File: src/rtl/pipeline_controller_pkg.sv
// Shared definitions for the pipeline controller: FSM state encoding,
// default parameter values and a width helper for the wait counter.
package pipe_ctrl_pkg;

   typedef enum logic {
      RUN      = 1'b0,
      MEM_WAIT = 1'b1
   } state_t;

   localparam int TIMEOUT_DEFAULT = 255;
   localparam int CNT_W_DEFAULT   = 16;

   // Bits needed to hold the values 0..timeout inclusive.
   function automatic int wait_cnt_width(input int timeout);
      return (timeout < 2) ? 1 : $clog2(timeout + 1);
   endfunction

endpackage

File: src/rtl/pipeline_controller_sat_counter.sv
// Saturating up-counter with a synchronous clear that wins over increment.
module sat_counter
   import pipe_ctrl_pkg::*;
#(
   parameter int CNT_W = CNT_W_DEFAULT
) (
   input  logic             clk,
   input  logic             rst_n,
   input  logic             inc,
   input  logic             clr,
   output logic [CNT_W-1:0] count
);

   localparam logic [CNT_W-1:0] CNT_MAX = '1;

   // Count up on inc, stick at all-ones, clear on request.
   always_ff @(posedge clk or negedge rst_n) begin
      if (!rst_n) begin
         count <= '0;
      end else if (clr) begin
         count <= '0;
      end else if (inc && (count != CNT_MAX)) begin
         count <= count + CNT_W'(1);
      end
   end

endmodule

File: src/rtl/pipeline_controller.sv
// Pipeline stall/flush controller. Combines memory stalls, taken branches
// and data hazards into per-stage hold/bubble/flush controls, watches for
// memory accesses that never complete, and keeps two performance counters.
module pipeline_controller
   import pipe_ctrl_pkg::*;
#(
   parameter int TIMEOUT = TIMEOUT_DEFAULT,
   parameter int CNT_W   = CNT_W_DEFAULT
) (
   input  logic             clk,
   input  logic             rst_n,
   input  logic             hazard,
   input  logic             branch_taken,
   input  logic             mem_req,
   input  logic             mem_ready,
   input  logic             clr_counters,
   output logic             freeze_if,
   output logic             bubble_ex,
   output logic             flush_if_id,
   output logic             freeze_back,
   output logic             mem_timeout,
   output logic [CNT_W-1:0] stall_cycles,
   output logic [CNT_W-1:0] flush_count
);

   localparam int              WC_W     = wait_cnt_width(TIMEOUT);
   localparam logic [WC_W-1:0] WC_LIMIT = WC_W'(TIMEOUT);
   localparam logic [WC_W-1:0] WC_LAST  = WC_LIMIT - WC_W'(1);

   state_t          state;
   logic [WC_W-1:0] wait_cnt;
   logic            mem_stall;

   // Memory stall: an access is outstanding and does not complete this cycle.
   // A completion in MEM_WAIT releases the pipeline in that same cycle.
   always_comb begin
      mem_stall = !mem_ready && ((state == MEM_WAIT) || mem_req);
   end

   // Priority decode of control outputs: memory stall, then branch, then hazard.
   always_comb begin
      freeze_if   = 1'b0;
      bubble_ex   = 1'b0;
      flush_if_id = 1'b0;
      freeze_back = 1'b0;
      if (rst_n) begin
         if (mem_stall) begin
            freeze_if   = 1'b1;
            freeze_back = 1'b1;
         end else if (branch_taken) begin
            flush_if_id = 1'b1;
            bubble_ex   = 1'b1;
         end else if (hazard) begin
            freeze_if   = 1'b1;
            bubble_ex   = 1'b1;
         end
      end
   end

   // Memory FSM with wait-cycle counter and sticky timeout flag.
   always_ff @(posedge clk or negedge rst_n) begin
      if (!rst_n) begin
         state       <= RUN;
         wait_cnt    <= '0;
         mem_timeout <= 1'b0;
      end else begin
         case (state)
            RUN: begin
               if (mem_req && !mem_ready) begin
                  state    <= MEM_WAIT;
                  wait_cnt <= '0;
               end
            end
            MEM_WAIT: begin
               // Counter parks at the limit; the flag is already set by then.
               if (wait_cnt != WC_LIMIT) begin
                  wait_cnt <= wait_cnt + WC_W'(1);
               end
               if (wait_cnt >= WC_LAST) begin
                  mem_timeout <= 1'b1;
               end
               if (mem_ready) begin
                  state <= RUN;
               end
            end
            default: begin
               state <= RUN;
            end
         endcase
      end
   end

   sat_counter #(
      .CNT_W (CNT_W)
   ) u_stall_cnt (
      .clk   (clk),
      .rst_n (rst_n),
      .inc   (freeze_if),
      .clr   (clr_counters),
      .count (stall_cycles)
   );

   sat_counter #(
      .CNT_W (CNT_W)
   ) u_flush_cnt (
      .clk   (clk),
      .rst_n (rst_n),
      .inc   (flush_if_id),
      .clr   (clr_counters),
      .count (flush_count)
   );

endmodule

File: config.mk
export PLATFORM = sky130hd
export DESIGN_NAME = pipeline_controller
export DESIGN_NICKNAME = d
export VERILOG_FILES = /design/src/rtl/pipeline_controller_pkg.sv /design/src/rtl/pipeline_controller_sat_counter.sv /design/src/rtl/pipeline_controller.sv
export SDC_FILE = /design/constraint.sdc
export NUM_CORES = 1
export LEC_CHECK = 0
export CORE_UTILIZATION = 45
export CTS_BUF_LIST = sky130_fd_sc_hd__clkbuf_16
export CTS_CLUSTER_DIAMETER = 120
export CTS_CLUSTER_SIZE = 8
export DETAILED_ROUTE_END_ITERATION = 8
export PLACE_DENSITY = 0.81
export SYNTH_ARGS = -nofsm -noshare
export SYNTH_HDL_FRONTEND = slang
export SYNTH_SLANG_ARGS = --single-unit
File: constraint.sdc
create_clock -name clk -period 1.7 [get_ports clk]
set_input_delay 0.34 -clock clk [delete_from_list [all_inputs] [get_ports clk]]
set_output_delay 0.34 -clock clk [all_outputs]
set_load 0.01 [all_outputs]
==> results by group <==
Placed design
  – Port Buffers: 43
  – Post-DP HPWL: approximately 5.1 mm
  – Routability-driven placement congestion ratio: 0.876

Finish
  – Most frequent standard cell in the layout excluding fill and tap cells: sky130_fd_sc_hd__buf_4
  – Diodes inserted: 0
  – Area taken by multi-input logic gates: around 0.0016 mm2
  – Most frequent cells in the layout: 55 x sky130_fd_sc_hd__buf_4, 35 x sky130_fd_sc_hd__dfrtp_1, 29 x sky130_fd_sc_hd__clkdlybuf4s50_1
  – Share of cells above drive strength 1: 0.340
  – Post-layout utilization of the core: 0.730
  – Fillers: 346
  – Net total in the final layout: ~380
  – Sequential Area: between 0.001 and 0.0015 mm2
  – P&R area growth vs syn: 52.8%

Synth
  – Most instantiated flip-flop cell in the synthesis netlist: sky130_fd_sc_hd__dfrtp_1
  – Mapped Cells: between 200 and 300
  – Sequential area share after synthesis: 0.420
  – Post-synth EDFFs: 0
  – Syn Area/Cell: slightly above 9 um2
  – Number of warnings issued by yosys: 0
  – Syn_nets: around 280
  – Synthesis-stage register bit count: between 40 and 50
  – Cell area after synthesis: 0.00250 mm2
  – FFs w/ async S/R, synth: 1.00
  – Count of unique library cells instantiated by Yosys: between 40 and 50

Die
  – Full die area: 0.00587 mm2
  – Height of the die: approximately 77 um
  – Die Wd: approximately 77 um
  – Starting density of the core: 0.478
  – Area of the core: between 0.005 and 0.006 mm2
  – Number of top-level design ports: 44
  – Number of rows created at floorplan: 26

Power and ir drop
  – Power density over cell area: about 640 mW/mm2
  – Proportion of power drawn by combinational gates: 0.125
  – Sequential share of power: 0.434
  – VDD IR-drop max: between 400 and 500 uV
  – Overall power of the completed layout: between 2 and 2.5 mW
  – Cell internal power dissipation: 1.85 mW
  – Relative contribution of the clock network to total power: 0.441
  – Switching power as a share of total power: 0.246
  – Net load switching power: approximately 0.6 mW
  – Lkg Pwr: between 1.5 and 2 nW

Run
  – Total of max-cap violations: 0

Setup path
  – Critical Path End Type: flip-flop
  – Req. time, crit path: 1.86 ns
  – Worst-case reg-to-reg path depth: 5
  – Worst reg2reg startpoint: u_stall_cnt.count[0]
  – Crit path DAT: ~1.9 ns
  – Critical path start-end classification: flip-flop to flip-flop
  – Maximum fanout along the worst path: 5
  – Sort of element at the start of the critical path: flip-flop
  – Setup slack of the worst register-to-register path: -0.02 ns
  – Critical R2R Capture: u_stall_cnt.count[4]

Drt
  – Residual DRC count: 0
  – Average routed wire per standard cell: between 15 and 20 um
  – Detailed Routing Iterations Pass 1: 4
  – Via total after detailed routing: about 2,700
  – DRT Wirelength: around 7.6 mm
  – Per-cell via count in the routed design: ~6.1
  – Number of DRC markers in iteration 0: between 200 and 250
  – Final antenna-violating net count: 0

Global routing
  – Largest net degree at the start of global routing: 33
  – Global-route usage over all layers: 0.262
  – Number of antenna violations at the first check in global routing: 0
  – Number of global-route vias before repair: about 2,600
  – Global-route wire length before repair: ~12 mm
  – Overflow after GRT: 0

CTS
  – Clock tree from TritonCTS: done
  – TritonCTS Buffers: 5
  – Clock root cell: sky130_fd_sc_hd__clkbuf_16
  – Buffer levels on the longest clock path: 2
  – Maximum level of the CTS H-tree: 2
  – Skew-Pair Late Insertion Delay: approximately 0.28 ns
  – Clock slew at reported path FFs: around 0.060 ns
  – Number of hold-repair buffers added at the cts stage: 0
  – Clk sink count: 42

Timing
  – Number of hold-slack violations in the final timing report: 0
  – Final worst path period share: 1.01
  – Transition time of the tightest slew-check pin: approximately 0.43 ns
  – Final setup violation count: 4
  – Time the worst path needs with I/O delays and setup: around 1.7 ns
  – RSZ-0062 raised after global routing: true
  – Worst slew margin relative to its limit: 0.714
  – Setup ws final: -0.0191 ns
  – Max-slew violation count: 0
  – Skew final: between 0.004 and 0.005 ns
  – Maximum clock rate: 582 MHz

Status
  – Result of the run: finished, violations left
  – Violated checks: setup timing

Min path
  – Path category of the worst min-delay check: input pin to asynchronous set/reset pin
==> cells in the mapped netlist (3+ instances only) <==
cell type	count	share of area
sky130_fd_sc_hd__dfrtp_1	42	0.42
sky130_fd_sc_hd__nand2_1	19	0.028
sky130_fd_sc_hd__nor2_1	19	0.028
sky130_fd_sc_hd__nand3_1	18	0.036
sky130_fd_sc_hd__a21oi_1	16	0.032
sky130_fd_sc_hd__inv_1	12	0.018
sky130_fd_sc_hd__mux2_2	11	0.049
sky130_fd_sc_hd__nor2b_1	11	0.027
sky130_fd_sc_hd__a211oi_1	9	0.027
sky130_fd_sc_hd__and3_1	9	0.022
sky130_fd_sc_hd__nand4_1	9	0.022
sky130_fd_sc_hd__o21ai_0	9	0.018
sky130_fd_sc_hd__or4_1	8	0.024
sky130_fd_sc_hd__o31ai_1	7	0.021
sky130_fd_sc_hd__and4_1	5	0.017
sky130_fd_sc_hd__clkbuf_1	5	0.0075
sky130_fd_sc_hd__nor3_1	5	0.010
sky130_fd_sc_hd__ha_1	4	0.020
sky130_fd_sc_hd__mux2i_1	4	0.016
sky130_fd_sc_hd__or3_1	4	0.010
sky130_fd_sc_hd__and2_1	3	0.0075
sky130_fd_sc_hd__buf_2	3	0.0060
sky130_fd_sc_hd__nor4_1	3	0.0075
sky130_fd_sc_hd__o21bai_1	3	0.0090
sky130_fd_sc_hd__xnor2_1	3	0.010
==> worst max path at each step <==
stage                              start               endpoint  slack (ns)
global placement                 mem_req              bubble_ex       -0.49
detailed placement             mem_ready  u_stall_cnt.count[14]       -0.56
CTS                 u_stall_cnt.count[0]   u_stall_cnt.count[4]      -0.009
floorplan           u_stall_cnt.count[1]  u_stall_cnt.count[11]       -0.06
finish              u_stall_cnt.count[0]   u_stall_cnt.count[4]       -0.02
global route        u_stall_cnt.count[0]   u_stall_cnt.count[4]       -0.05
==> what timing repair did <==
action                     4_1_cts  5_1_grt
pin swaps                        6       10
setup endpoints to repair       29       30
cloned                           1        1
resized for setup               30       28
buffers inserted                 2        5
==> flip-flops by register name, indices dropped and copies added (netlist names) <==
signal             flops
u_flush_cnt.count     16
u_stall_cnt.count     16
wait_cnt               8
mem_timeout            1
state                  1
==> through the flow <==
stage	cell area (um2)	setup TNS [ns]	worst slack [ns]	instances	hold slack (ns)
after floorplan	2610	-0.444	-0.0591	268	0.0444
after CTS	3680	-0.00876	-0.00876	432	0.00260
after global placement	3450	-10.85	-0.488	421	0.294
after detailed placement	3450	-12.04	-0.561	421	0.290
final	3820	-0.0521	-0.0191	438	0.00678
after global routing	3820	-0.304	-0.0529	438	0.0175
==> kinds of logic after synthesis <==
| group | share of synthesized area |
|---|---|
| buf+inv | 0.0405 |
| fa+ha+maj | 0.0200 |
| flops | 0.420 |
| xor+xnor | 0.0105 |
| compound gates | 0.178 |
| mux | 0.0655 |
| simple gates | 0.266 |
==> critical path, stage by stage, from the launching register on <==
cell                       delay [ns]
sky130_fd_sc_hd__dfrtp_1         0.40
sky130_fd_sc_hd__ha_2            0.21
sky130_fd_sc_hd__and3_4          0.21
sky130_fd_sc_hd__and3_4          0.20
sky130_fd_sc_hd__a211oi_2        0.26
sky130_fd_sc_hd__mux2_4          0.32
==> layer usage <==
| layer | vias to the layer above | global-route usage | routed length (um) | share of wire |
|---|---|---|---|---|
| li1 | 1218 | - | - | - |
| met1 | 1318 | 0.328 | 3120 | 0.41 |
| met2 | 104 | 0.450 | 3910 | 0.51 |
| met3 | 18 | 0.0419 | 436 | 0.057 |
| met4 | 0 | 0.102 | 150 | 0.020 |
| met5 | - | 0 | 0 | 0 |
==> layout make-up <==
type / instances / area share
multi-input combinational: 204 / 0.416
sequential: 42 / 0.277
timing repair buffer: 101 / 0.229
clock buffer: 5 / 0.0327
tap: 70 / 0.0229
inverter: 13 / 0.0128
clock inverter: 3 / 0.00981
==> power by group through the flow <==
stage / sequential (mW) / clock (mW) / combinational (mW)
floorplan: 1.09 / 0 / 0.114
global placement: 1.08 / 0 / 0.283
detailed placement: 1.08 / 0 / 0.295
CTS: 1.07 / 1.08 / 0.300
global route: 1.07 / 1.13 / 0.342
finish: 1.07 / 1.08 / 0.308
No activity file was read; power rests on OpenSTA's default activity.
